### src/rtl/tinker_fetch_unit.sv
// ============================================================================
//  Module      : tinker_fetch_unit
//  Description : Instruction fetch unit with a DEPTH-entry prefetch queue.
//                Issues at most one instruction-memory read at a time,
//                queues returned {instr, pc} pairs toward decode, and stops
//                fetching after a halt word until execute redirects.
//  Ports       : clk, reset (async, active-high)
//                imem_req / imem_addr         - read request pulse + address
//                imem_rvalid / imem_rdata     - read response
//                redirect_valid / redirect_pc - flush and restart fetch
//                out_valid / out_ready / out_instr / out_pc - decode side
//  Options     : define TINKER_FETCH_STATS_EN to add stat_fetched and
//                stat_dropped counters (32-bit, wrapping).
//  Revision    : 1.0 - initial release
// ============================================================================
`default_nettype none

module tinker_fetch_unit #(
    parameter int          DEPTH    = 4,
    parameter logic [63:0] RESET_PC = 64'h2000
) (
    input  logic        clk,
    input  logic        reset,
    output logic        imem_req,
    output logic [63:0] imem_addr,
    input  logic        imem_rvalid,
    input  logic [31:0] imem_rdata,
    input  logic        redirect_valid,
    input  logic [63:0] redirect_pc,
    output logic        out_valid,
    input  logic        out_ready,
    output logic [31:0] out_instr,
    output logic [63:0] out_pc
`ifdef TINKER_FETCH_STATS_EN
    ,
    output logic [31:0] stat_fetched,
    output logic [31:0] stat_dropped
`endif
);

    localparam int                 c_PTR_W = (DEPTH > 1) ? $clog2(DEPTH) : 1;
    localparam int                 c_CNT_W = c_PTR_W + 1;
    localparam logic [c_CNT_W-1:0] c_DEPTH = c_CNT_W'(DEPTH);

    logic [63:0]        r_fetchPc;
    logic [63:0]        r_reqPc;        // address of the outstanding request
    logic               r_outstanding;
    logic               r_drop;         // outstanding response must be discarded
    logic               r_halted;
    logic [c_CNT_W-1:0] r_count;
    logic [c_PTR_W-1:0] r_head;
    logic [c_PTR_W-1:0] r_tail;
    logic [31:0]        r_fifoInstr [DEPTH];
    logic [63:0]        r_fifoPc    [DEPTH];

    logic w_issue;
    logic w_accept;
    logic w_push;
    logic w_pop;
    logic w_haltWord;

    // Reset gates the request combinationally so the pulse is low for the
    // whole time reset is asserted, not just after the next edge.
    assign w_issue  = !reset && !r_outstanding && (r_count < c_DEPTH) &&
                      !r_halted && !redirect_valid;
    // A response only counts against a request issued on an earlier edge.
    assign w_accept = imem_rvalid && r_outstanding;
    assign w_push   = w_accept && !r_drop && !redirect_valid;
    assign w_pop    = out_valid && out_ready;
    assign w_haltWord = (imem_rdata[31:27] == 5'h0F) && (imem_rdata[3:0] == 4'h0);

    assign imem_req  = w_issue;
    assign imem_addr = r_fetchPc;
    assign out_valid = (r_count != '0) && !redirect_valid;
    assign out_instr = r_fifoInstr[r_head];
    assign out_pc    = r_fifoPc[r_head];

    always_ff @(posedge clk or posedge reset) begin
        if (reset) begin
            r_fetchPc     <= RESET_PC;
            r_reqPc       <= RESET_PC;
            r_outstanding <= 1'b0;
            r_drop        <= 1'b0;
            r_halted      <= 1'b0;
            r_count       <= '0;
            r_head        <= '0;
            r_tail        <= '0;
        end else begin
            // The response closes the transaction whether kept or discarded.
            if (w_accept) begin
                r_outstanding <= 1'b0;
                r_drop        <= 1'b0;
            end
            if (w_issue) begin
                r_outstanding <= 1'b1;
                r_reqPc       <= r_fetchPc;
                r_fetchPc     <= r_fetchPc + 64'd4;
            end
            if (redirect_valid) begin
                r_fetchPc <= redirect_pc;
                r_halted  <= 1'b0;
                r_count   <= '0;
                r_head    <= '0;
                r_tail    <= '0;
                if (r_outstanding && !imem_rvalid) begin
                    r_drop <= 1'b1;
                end
            end else begin
                if (w_push) begin
                    r_tail <= r_tail + c_PTR_W'(1);
                    if (w_haltWord) begin
                        r_halted <= 1'b1;
                    end
                end
                if (w_pop) begin
                    r_head <= r_head + c_PTR_W'(1);
                end
                case ({w_push, w_pop})
                    2'b10:   r_count <= r_count + c_CNT_W'(1);
                    2'b01:   r_count <= r_count - c_CNT_W'(1);
                    default: r_count <= r_count;
                endcase
            end
        end
    end

    // Queue storage carries no reset; validity is tracked by r_count.
    always_ff @(posedge clk) begin
        if (w_push) begin
            r_fifoInstr[r_tail] <= imem_rdata;
            r_fifoPc[r_tail]    <= r_reqPc;
        end
    end

    // Issue is gated on count<DEPTH with a single outstanding request, so a
    // push can never find the queue full.
    noOverflow: assert property (@(posedge clk) disable iff (reset)
                                 !(w_push && (r_count == c_DEPTH)));

`ifdef TINKER_FETCH_STATS_EN
    logic [31:0] r_statFetched;
    logic [31:0] r_statDropped;
    logic        w_discard;

    assign w_discard = w_accept && (r_drop || redirect_valid);

    always_ff @(posedge clk or posedge reset) begin
        if (reset) begin
            r_statFetched <= '0;
            r_statDropped <= '0;
        end else begin
            if (w_push) begin
                r_statFetched <= r_statFetched + 32'd1;
            end
            // Flushed queue entries and discarded responses both count.
            r_statDropped <= r_statDropped + 32'(w_discard) +
                             (redirect_valid ? 32'(r_count) : 32'd0);
        end
    end

    assign stat_fetched = r_statFetched;
    assign stat_dropped = r_statDropped;
`endif

endmodule

`default_nettype wire
### config.mk
export PLATFORM = sky130hd
export DESIGN_NAME = tinker_fetch_unit
export DESIGN_NICKNAME = d
export VERILOG_FILES = /design/src/rtl/tinker_fetch_unit.sv
export SDC_FILE = /design/constraint.sdc
export NUM_CORES = 1
export LEC_CHECK = 0
export CORE_MARGIN = 1
export CORE_UTILIZATION = 40
export CTS_CLUSTER_SIZE = 25
export DETAILED_ROUTE_END_ITERATION = 8
export GPL_ROUTABILITY_DRIVEN = 0
export GPL_TIMING_DRIVEN = 0
export PLACE_DENSITY_LB_ADDON = 0.15
export SLEW_MARGIN = 20
export SYNTH_ARGS = -nofsm -noshare
export SYNTH_HDL_FRONTEND = slang
export SYNTH_SLANG_ARGS = --single-unit
### constraint.sdc
create_clock -name clk -period 5.6 [get_ports clk]
set_input_delay 1.4 -clock clk [delete_from_list [all_inputs] [get_ports clk]]
set_output_delay 1.4 -clock clk [all_outputs]
set_load 0.01 [all_outputs]
==> results of run 1 <==
[layer usage]
| metal | up-vias | GRT usage [%] | wire length (um) |
|---|---|---|---|
| met5 | - | 0 | 82 |
| met4 | 12 | 6.98 | 1290 |
| met3 | 89 | 5.71 | 4000 |
| met2 | 366 | 31.9 | 24900 |
| met1 | 6183 | 27.2 | 22500 |
| li1 | 5278 | - | - |
[stage by stage]
stage	setup slack, ns	power (mW)	hold slack (ns)	TNS, ns	std cells
after floorplan	0.507	6.13	0.472	0	1156
after global placement	-2.40	7.02	0.490	-1052.06	2089
after detailed placement	-0.239	7.08	0.503	-0.239	2098
after CTS	0.0118	10.7	0.516	0	2201
after global routing	0.0196	11.0	0.531	0	2203
final	0.178	10.5	0.517	0	2205
[cell type report]
cell class | count | share of cell area [%]
Timing Repair Buffer | 270 | 10.9
Sequential cell | 522 | 57.4
Tap cell | 672 | 3.22
Inverter | 10 | 0.173
Antenna cell | 4 | 0.0383
Multi-Input combinational cell | 567 | 20.4
Clock buffer | 81 | 6.27
Clock inverter | 22 | 0.628
Buffer | 57 | 0.930
[state kept, by name (all words and copies together), names as in the netlist, named ones only]
name / cells
r_fifoPc: 256
imem_addr: 64
r_fifoInstr: 128
r_count: 3
r_tail: 2
r_halted: 1
r_outstanding: 1
r_reqPc: 64
r_head: 2
[power breakdown]
group | internal [mW] | total [mW] | switching (mW)
clock network | 2.11 | 3.58 | 1.48
logic | 1.02 | 1.79 | 0.773
registers | 4.77 | 5.17 | 0.402
[logic make-up after synthesis]
logic type	Yosys count	synth area share (%)
XOR/XNOR	35	1.49
buffers and inverters	67	1.31
AO/OA/AOI/OAI	92	2.88
adder cells (fa/ha/maj)	6	0.401
multiplexers	166	14.3
AND/OR/NAND/NOR	268	6.76
flip-flops	522	72.8
[worst reg2reg max path: stages (launching register included)]
cell and delay (ns):
sky130_fd_sc_hd__dfrtp_1 0.47, sky130_fd_sc_hd__nor4_4 0.76, sky130_fd_sc_hd__and2_1 0.22, sky130_fd_sc_hd__buf_2 0.23, sky130_fd_sc_hd__nand3_1 0.26, sky130_fd_sc_hd__clkbuf_1 0.35, sky130_fd_sc_hd__clkbuf_1 0.36, sky130_fd_sc_hd__o311ai_0 0.43
sky130_fd_sc_hd__nand3_1 0.12
[path summary, 6_finish.rpt]
check	slack [ns]	cells after the start	to	start
worst max register to register	2.27	8	imem_addr[40]	r_count[2]
worst min register to register	0.52	0	r_fifoPc[3][36]	r_reqPc[36]
worst max-delay path	0.18	7	imem_req	reset
worst min-delay path	0.52	0	r_fifoPc[3][36]	r_reqPc[36]
min in group asynchronous	1.39	2	r_halted	reset
max in group asynchronous	3.37	3	imem_addr[52]	reset
[cells in the mapped netlist (11+ instances only)]
| master | count | area (um2) |
|---|---|---|
| sky130_fd_sc_hd__edfxtp_1 | 384 | 11500 |
| sky130_fd_sc_hd__nand2_1 | 75 | 282 |
| sky130_fd_sc_hd__xnor2_1 | 23 | 201 |
| sky130_fd_sc_hd__dfrtp_1 | 136 | 3400 |
| sky130_fd_sc_hd__nor2_1 | 52 | 195 |
| sky130_fd_sc_hd__mux2_2 | 67 | 754 |
| sky130_fd_sc_hd__o21ai_0 | 34 | 170 |
| sky130_fd_sc_hd__clkbuf_1 | 35 | 131 |
| sky130_fd_sc_hd__mux4_2 | 96 | 2160 |
| sky130_fd_sc_hd__nand3_1 | 36 | 180 |
| sky130_fd_sc_hd__o31ai_1 | 16 | 120 |
| sky130_fd_sc_hd__nor3_1 | 11 | 55.1 |
| sky130_fd_sc_hd__or4_1 | 23 | 173 |
| sky130_fd_sc_hd__a31oi_1 | 21 | 131 |
| sky130_fd_sc_hd__nand4_1 | 25 | 156 |
| sky130_fd_sc_hd__buf_1 | 13 | 48.8 |
| sky130_fd_sc_hd__xor2_1 | 12 | 105 |
==> results.txt, run 1 <==
- Wires add up to 52700 um.
- Number of global-route vias before repair: around 12000
- Highest Clock Rate: approximately 180 MHz
- Synth Instances: approximately 1200
- The run finished with clean final reports.
- In this run, synthesis inferred approximately 380 flip-flops with an integrated enable.
- In this run the number of H-tree levels came out at 2.
- Area added between synthesis and finish: 26.9%
* Leading cell type in the layout, fill and taps excluded: sky130_fd_sc_hd__edfxtp_1
- All-Layer GR Usage: 20.3%
- Setup violations remaining at the end of the flow were counted as 0.
* Final cell area excluding filler cells: between 20000 and 30000 um2
- For the worst setup path, the data arrival time is about 4 ns.
* Total number of vias: about 12000
- Clock tree sinks: 522
- Hold buffer count at CTS: 0
- Max Transition Viols Final: 0
* Number of warning messages in the yosys log: 0
- The tightest min-delay check is of the flop to flop type.
- Measured on the finished design, the core utilization comes to 51.7%.
* Part of the Yosys area used for sequential elements: 72.8%
- After the first detailed-routing iteration, the DRC count stood at 731.
- DRC violations left: 0
* PostCTS Resize Cnt: 2
* Post-CTS setup repair buffer count: 0
- Ordered cell list for the critical path: clkdlybuf4s50_1, or4_1, clkbuf_1, nor2_1, clkbuf_4, buf_4, clkdlybuf4s50_1
- The number of antenna violations at the first check in global routing is 10.
- Rel. slew slack: 38.1%
* Placeable core region: about 50000 um2
* Total die area: around 52000 um2
- The final-report hold violation count came to 0.
- Summing all placed instances gives a cell area of 24300 um2.
- The worst-case IR drop observed on VDD is 287 uV.
* Worst Max-Slew Pin Slew: 0.929 ns
- In this run the core area contains 82 standard-cell rows.
- Quantity of I/O buffers inserted on ports: 261
* Post-synthesis async set-or-reset flop share: roughly a quarter
- Summing every instance area after synthesis gives 20600 um2.
- No sink is reached through more buffers than the 3 on the longest clock path.
* Setup repair after global routing missed its margin: false
- Pin placement for this block handled between 200 and 300 I/O pins.
* Fin Clk Skew: 0.0150 ns
- In this run the power density over the cells is 404 nW/um2.
- Final HPWL from detailed placement: around 35000 um
- Counting every net in the synthesized netlist gives about 1300.
* Average routed wire per standard cell: 23.9 um
- The first detailed-routing pass ran for 5 iterations.
- In this design, the stage delay of the slowest critical-path cell is 0.57 ns.
- Worst-path maximum fanout: 10
- Across the run, the number of max-cap violations was 0.
- Initial core utilization: approximately two fifths
* Global-route wire length before repair: 78500 um
* Sort of element at the end of the critical path: output port
- Of the available clock period, the critical path in the final layout requires 96.8%.
- Worst-path clk slew: 0.06 ns
* Avg Inst Size Synth: ~18 um2
- Category of cells accounting for the largest share of critical-path delay: buffers and inverters
- Bufs and invs on worst path: 5
* Cell occurring most often along the worst timing path: sky130_fd_sc_hd__clkdlybuf4s50_1
- Startpoint-to-endpoint class of the critical path: input port to output port
- TritonCTS built the clock tree.
- After the last flow step, the layout net total stands at 1590.
- Summing all multi-input logic gate instances after layout gives roughly 5300 um2.
- Flip-flop cell with the highest count after synthesis: sky130_fd_sc_hd__edfxtp_1
- The analysis attributes to cell leakage a power of ~8.7 nW.
* Antenna-violating nets left: 0
- In the layout the commonest cells are 384 x sky130_fd_sc_hd__edfxtp_1, 261 x sky130_fd_sc_hd__clkdlybuf4s50_1, 136 x sky130_fd_sc_hd__dfrtp_1.
- For the worst setup path, the data required time is 4.20 ns.
- Vert. Die Dim: 229 um
* Clock insertion delay at the later pin of the skew report: 0.60 ns
- Number of storage elements in the synthesis netlist: 522
- Final worst path period need: 5.42 ns
- STA classifies the critical path startpoint as an input port.
- The total overflow left after global routing is 0.
* Cell with the largest stage delay on the worst path: sky130_fd_sc_hd__clkdlybuf4s50_1
- Root buffer selected by CTS: sky130_fd_sc_hd__clkbuf_16
- TritonCTS created 55 clock buffers.
- Dividing the detail-routed via count by the number of cells gives 5.41.
* Maximum number of pins on one net before global-route repair: between 70 and 80
* Fraction of final layout cells with drive strength greater than 1: 18.4%
* Library cells used by synthesis: 48
- Chip Width: about 230 um
- Fillcell total: approximately 4200
- In the final layout, flip-flops and latches occupy ~15000 um2.
(Power assumes the default switching activity.)
==> inputs of run 2 (changes only) <==
- CORE_ASPECT_RATIO: unset -> 0.7
- PLACE_DENSITY: unset -> 0.68
- PLACE_DENSITY_LB_ADDON: 0.15 -> unset
==> results.txt, run 2 (synthesis gave the netlist of run 1 again) <==
- Status: completed
- The max-slew violation count was 0.
- Between clock sinks in the finished design, the worst skew comes to 0.0219 ns.
- Total power consumption of the routed design: 10.4 mW
- Number of cells after detailed placement: around 2100
* Final HPWL from detailed placement: between 30000 and 40000 um
* Most frequent cells in the layout: 384 x sky130_fd_sc_hd__edfxtp_1, 261 x sky130_fd_sc_hd__clkdlybuf4s50_1, 136 x sky130_fd_sc_hd__dfrtp_1
- Internal power comes to just under 8 mW.
- The die covers around 52000 um2.
* Post-CTS setup repair buffer count: 0
- The path with the worst hold slack has its endpoint at r_fifoPc[1][15].
- The number of antenna violations at the first check in global routing was 7.
* Period utilization: around 100%
- Startpoint-to-endpoint class of the critical path: input port to output port
- During I/O placement, the number of pins put on the boundary was 263.
* Average routed wire per standard cell: 23.4 um
- The first detailed-routing pass ran for 5 iterations.
* Total number of vias: between 10000 and 15000
- Area taken by multi-input logic gates: 5340 um2
* Placeable core region: 50800 um2
- Final worst path period need: 5.46 ns
* Pleak: between 8 and 9 nW
* Data required time of the critical path: 4.20 ns
* Min-Delay Path Class: flop to flop
* All-Layer GR Usage: 19.5%
- Vias per std cell: 5.48
- Max-cap violations in this run came to 0.
- Counting the buffers created by CTS gives 49.
* Clock insertion delay at the later pin of the skew report: 0.58 ns
* Maximum vdd ir drop: between 200 and 300 uV
- The worst setup path is launched from an input port.
- Vert. Die Dim: 192 um
- Power share of the clock group: 33.1%
- Antenna-violating nets left: 0
* Worst hold path cell count: 0
- The tree built by TritonCTS fans out to between 500 and 600 sinks.
- Setup repair after global routing left no endpoint under its margin.
- Across all register-to-register paths, the minimum setup slack is 2.40 ns.
* Hold buffer count at CTS: 0
- Summing all flip-flop and latch instances after layout gives 15000 um2.
* Sort of element at the end of the critical path: output port
* Number of design-rule violations left by the first detailed-router iteration: 1028
- Final non-filler cell total: 2200
* Smallest hold slack: 0.507 ns
* Switching power of the nets: 2.61 mW
- Final layout net count: 1587
- Root buffer selected by CTS: sky130_fd_sc_hd__clkbuf_16
- In the routed design, unresolved DRC markers number 0.
- Entering global routing, the biggest net connects 93 pins.
- Highest Clock Rate: 183 MHz
- In the final layout, the registers with the most flip-flops are r_fifoPc (256), r_fifoInstr (128).
- Clock-pin slew was measured on the worst setup and hold paths at 0.07 ns.
* Leading cell type in the layout, fill and taps excluded: sky130_fd_sc_hd__edfxtp_1
- The initial utilization of the core area, before any placement, comes to 40.5%.
- Port buffering added 261 buffers.
- Hold wc startpoint: r_reqPc[15]
* Sum of negative setup slack: 0 ns
* Final-report hold violation count: 0
- Worst R2R Path Depth: 7
* Switching Share: 25.1%
- The layout has between 4000 and 5000 filler cells.
- Number of H-tree levels: 2
* Sequential share of power: 49.7%
- The clock passes through at most 3 buffers.
- Worst reg2reg startpoint: imem_addr[13]
- Per report_power, the combinational group accounts for 17.2% of the total.
- Cell Rows: 69
- TritonCTS clock tree: built
* Worst Max-Slew Pin Slew: 0.997 ns
- Data arrives at the worst endpoint at 4.06 ns.
- Final WL: roughly 51000 um
- Final setup vio count: 0
- Crit path from: redirect_valid
- Area added between synthesis and finish: 26.4%
- Register ranked first by flip-flop count: r_fifoPc
- Overflow left after global routing: 0
- Along the worst path, the maximum fanout reaches 10.
- The number of global-route vias before repair came to about 12000.
- Fraction of final layout cells with drive strength greater than 1: 17.6%
- Global-route wire length before repair: roughly 75000 um
- The worst register-to-register path ends at imem_addr[38].
- Rel. slew slack: 33.6%
* Number of flip-flops in the largest register: 256
* Pwr per Cell Area: ~400 nW/um2
- The die is 273 um wide.
[run 2: cell types whose count changed in the layout (fill, tap and decap cells not counted), moves of 2 or more]
cell                         previous run  this run
sky130_fd_sc_hd__buf_1                  9        13
sky130_fd_sc_hd__clkinv_1               7         0
sky130_fd_sc_hd__buf_16                 7         1
sky130_fd_sc_hd__clkinvlp_4             2         4
sky130_fd_sc_hd__buf_12                 2        12
sky130_fd_sc_hd__clkbuf_2               4         0
sky130_fd_sc_hd__clkbuf_8              12         5
sky130_fd_sc_hd__bufinv_16              2         5
sky130_fd_sc_hd__clkinv_2               9         4
sky130_fd_sc_hd__clkbuf_16             57        52
sky130_fd_sc_hd__clkbuf_1              46        54
[run 2: timing repair]
| action | 4_1_cts | 5_1_grt |
|---|---|---|
| setup endpoints to repair | 1 | 1 |
| resized for setup | 2 | 0 |
| cloned | 0 | 0 |
[run 2: worst max-delay path by stage]
stage	to	slack (ns)	depth (start not counted)
2_1_floorplan	asynchronous set/reset pin	0.51	1
6_report	out_valid	0.14	6
3_5_place_dp	imem_req	-0.48	7
5_1_grt	out_valid	0.05	6
3_3_place_gp	r_reqPc[20]	-2.16	2
4_1_cts	imem_req	0.05	7
[run 2: through the flow]
stage	utilization [%]	setup WS (ns)	instance area [um2]
after floorplan	-	0.507	20600
after global placement	47.3	-2.16	24000
after detailed placement	47.9	-0.476	24300
after CTS	51.2	0.0473	26000
after global routing	51.2	0.0456	26000
final	51.2	0.136	26000
[run 2: area by class of cell]
type	count	area share [%]
antenna	5	0.0481
buffer	56	0.886
clock buffer	77	5.56
clock inverter	15	0.837
inverter	10	0.173
multi-input combinational	567	20.5
sequential	522	57.6
tap	674	3.24
timing repair buffer	274	11.1
[run 2: power groups by stage]
stage / logic, mW / clock network [mW] / registers, mW
2_1_floorplan: 1.01 / 0 / 5.12
4_1_cts: 1.83 / 3.52 / 5.16
6_report: 1.78 / 3.44 / 5.17
3_3_place_gp: 1.78 / 0 / 5.20
5_1_grt: 1.93 / 3.66 / 5.23
3_5_place_dp: 1.82 / 0 / 5.24
[run 2: critical path, cell delays in order]
cell	delay, ns
sky130_fd_sc_hd__clkbuf_1	0.43
sky130_fd_sc_hd__clkbuf_1	0.45
sky130_fd_sc_hd__buf_1	0.67
sky130_fd_sc_hd__buf_1	0.45
sky130_fd_sc_hd__nor2_1	0.09
sky130_fd_sc_hd__clkdlybuf4s50_1	0.55
[run 2: per-layer routing]
layer	wire, um	global-route usage [%]	share of wire (%)	vias up
met4	1340	6.23	2.6	6
met2	23100	29.0	45	458
met1	23200	28.5	45	6213
met3	3790	4.44	7.4	102
met5	35	0	0.068	-
li1	-	-	-	5283
==> inputs of run 3 (changes only) <==
==> constraint.sdc (replaced) <==
create_clock -name clk -period 5.6 [get_ports clk]
set_input_delay 0.84 -clock clk [delete_from_list [all_inputs] [get_ports clk]]
set_output_delay 0.84 -clock clk [all_outputs]
set_load 0.01 [all_outputs]
==> results.txt, run 3 (synthesis gave the netlist of run 1 again) <==
- Period utilization: 88.2%
* Final setup vio count: 0
- The worst pin sits at a relative slew slack of 33.0%.
- Min-Delay Path Class: flop to flop
- Top-Level Pins: about 260
- Vias per std cell: 5.48
- The initialized floorplan defines 69 standard-cell rows.
- TritonCTS clock tree: built
- In the final layout, the share of cells above drive strength 1 is between 10% and 20%.
- From left edge to right edge, the die measures 273 um.
- Setup repair after global routing missed its margin: false
- In the routed design, unresolved DRC markers number 0.
- The first global-routing pass estimated 75100 um of wire.
* Cell with the largest stage delay on the worst path: sky130_fd_sc_hd__clkbuf_1
- Leading cell type in the layout, fill and taps excluded: sky130_fd_sc_hd__edfxtp_1
- Vert. Die Dim: 192 um
- Input and output buffers added on the ports amount to ~260.
- The clock arrives with about 0.022 ns of skew.
* Final-report hold violation count: 0
* Critical path startpoint category: input port
- Biggest regs: r_fifoPc (256), r_fifoInstr (128)
* Root buffer selected by CTS: sky130_fd_sc_hd__clkbuf_16
- Number of global-route vias before repair: 11800
* Highest Clock Rate: 203 MHz
- The setup path with the least slack is of type input port to output port.
* CP peak stage delay: around 0.74 ns
- Worst-path maximum fanout: 10
* Worst-path clk slew: 0.07 ns
- For the pin with the worst max-slew slack, the measured transition is 1.00 ns.
- Antenna-violating nets left: 0
* Smallest hold slack: between 0.5 and 0.6 ns
- Overflow left after global routing: 0
* Final layout net count: roughly 1600
- Power spread over the standard cell area amounts to 400 nW/um2.
* Number of design-rule violations left by the first detailed-router iteration: 1006
- The worst path in the final design needs a cycle of 4.94 ns, including I/O delays and setup.
* Most frequent cells in the layout: 384 x sky130_fd_sc_hd__edfxtp_1, 261 x sky130_fd_sc_hd__clkdlybuf4s50_1, 136 x sky130_fd_sc_hd__dfrtp_1
- r_fifoPc holds more flip-flops than any other register.
* Average routed wire per standard cell: 23.4 um
- STA puts the critical path data required time at around 4.8 ns.
- After routing, the total negative slack on setup checks comes to 0 ns.
- PostCTS Resize Cnt: 0
* Final WL: 51400 um
* Ordered cell list for the critical path: clkdlybuf4s50_1, or4_1, clkbuf_1, nor2_1, clkbuf_1, buf_2, clkdlybuf4s50_1
- Status: completed
- IR analysis of the VDD net gives a maximum drop of 282 uV.
- Placeable core region: 50800 um2
- The clock passes through at most 3 buffers.
* Post-CTS setup repair buffer count: 0
- Maximum number of pins on one net before global-route repair: 93
- STA classifies the critical path endpoint as an output port.
- Pleak: 8.56 nW
* All-Layer GR Usage: 19.5%
- Hold repair after CTS inserted 0 buffers.
- CTS Buf Count: 49
- Number of H-tree levels: 2
- Area added between synthesis and finish: 26.4%
- The clock drives 522 sinks.
* Initial core utilization: 40.5%
- Total of max-cap violations: 0
- Max Transition Viols Final: 0
* Total number of vias: 12100
- The die covers approximately 52000 um2.
- Final HPWL from detailed placement: 35300 um
- Number of flip-flops in the largest register: 256
* Critical path arrival: 4.10 ns
* Initial antenna violation count: 7
- The first detailed-routing pass ran for 5 iterations.
- Clock insertion delay at the later pin of the skew report: 0.58 ns
## run 3: cell count changes in the layout (fill, tap and decap cells not counted)
cell                       previous run  this run
sky130_fd_sc_hd__clkbuf_1            54        55
sky130_fd_sc_hd__buf_2                7         8
sky130_fd_sc_hd__clkbuf_4             1         0
## run 3: critical path: cells and delay by family
kind,cells,cell delay (ns)
buffers and inverters,5,2.52
AND/OR/NAND/NOR,2,0.72
## run 3: power by group
group | switching, mW | internal (mW) | total (mW) | leakage (nW)
sequential | 0.401 | 4.77 | 5.17 | 5.10
combinational | 0.770 | 1.02 | 1.79 | 2.66
clock | 1.43 | 2.01 | 3.44 | 0.796
total | 2.60 | 7.79 | 10.4 | 8.56
## run 3: worst paths after layout
check / start / to / slack, ns / depth (start not counted)
setup / recovery: reset / imem_req / 0.66 / 7
hold / removal: r_reqPc[15] / r_fifoPc[1][15] / 0.51 / 0
setup reg to reg: r_count[2] / imem_addr[38] / 2.41 / 8
hold reg to reg: r_reqPc[15] / r_fifoPc[1][15] / 0.51 / 0
max in group asynchronous: reset / r_reqPc[39] / 4.03 / 3
min in group asynchronous: reset / r_count[0] / 0.76 / 2
## run 3: final cells by class
| class | instances | area, um2 |
|---|---|---|
| antenna | 5 | 12.5 |
| buffer | 57 | 231 |
| clock buffer | 77 | 1450 |
| clock inverter | 15 | 218 |
| fill | 4077 | 24800 |
| inverter | 10 | 45.0 |
| multi-input combinational | 567 | 5340 |
| sequential | 522 | 15000 |
| tap | 674 | 843 |
| timing repair buffer | 274 | 2880 |
## run 3: per-stage QoR
step / util, % / instances / total power [mW] / setup WS, ns / area [um2]
after floorplan: - / 1156 / 6.13 / 1.07 / 20600
after global placement: 47.3 / 2091 / 6.99 / -1.60 / 24000
after detailed placement: 47.9 / 2104 / 7.06 / 0.644 / 24300
after CTS: 51.2 / 2196 / 10.5 / 0.622 / 26000
after global routing: 51.2 / 2199 / 10.8 / 0.524 / 26000
final: 51.2 / 2201 / 10.4 / 0.662 / 26000
## run 3: per-layer routing
metal,track usage (%),vias to the layer above,wire length (um)
li1,-,5282,-
met1,28.5,6245,23200
met2,29.0,437,23200
met3,4.44,98,3760
met4,6.23,6,1300
met5,0,-,35
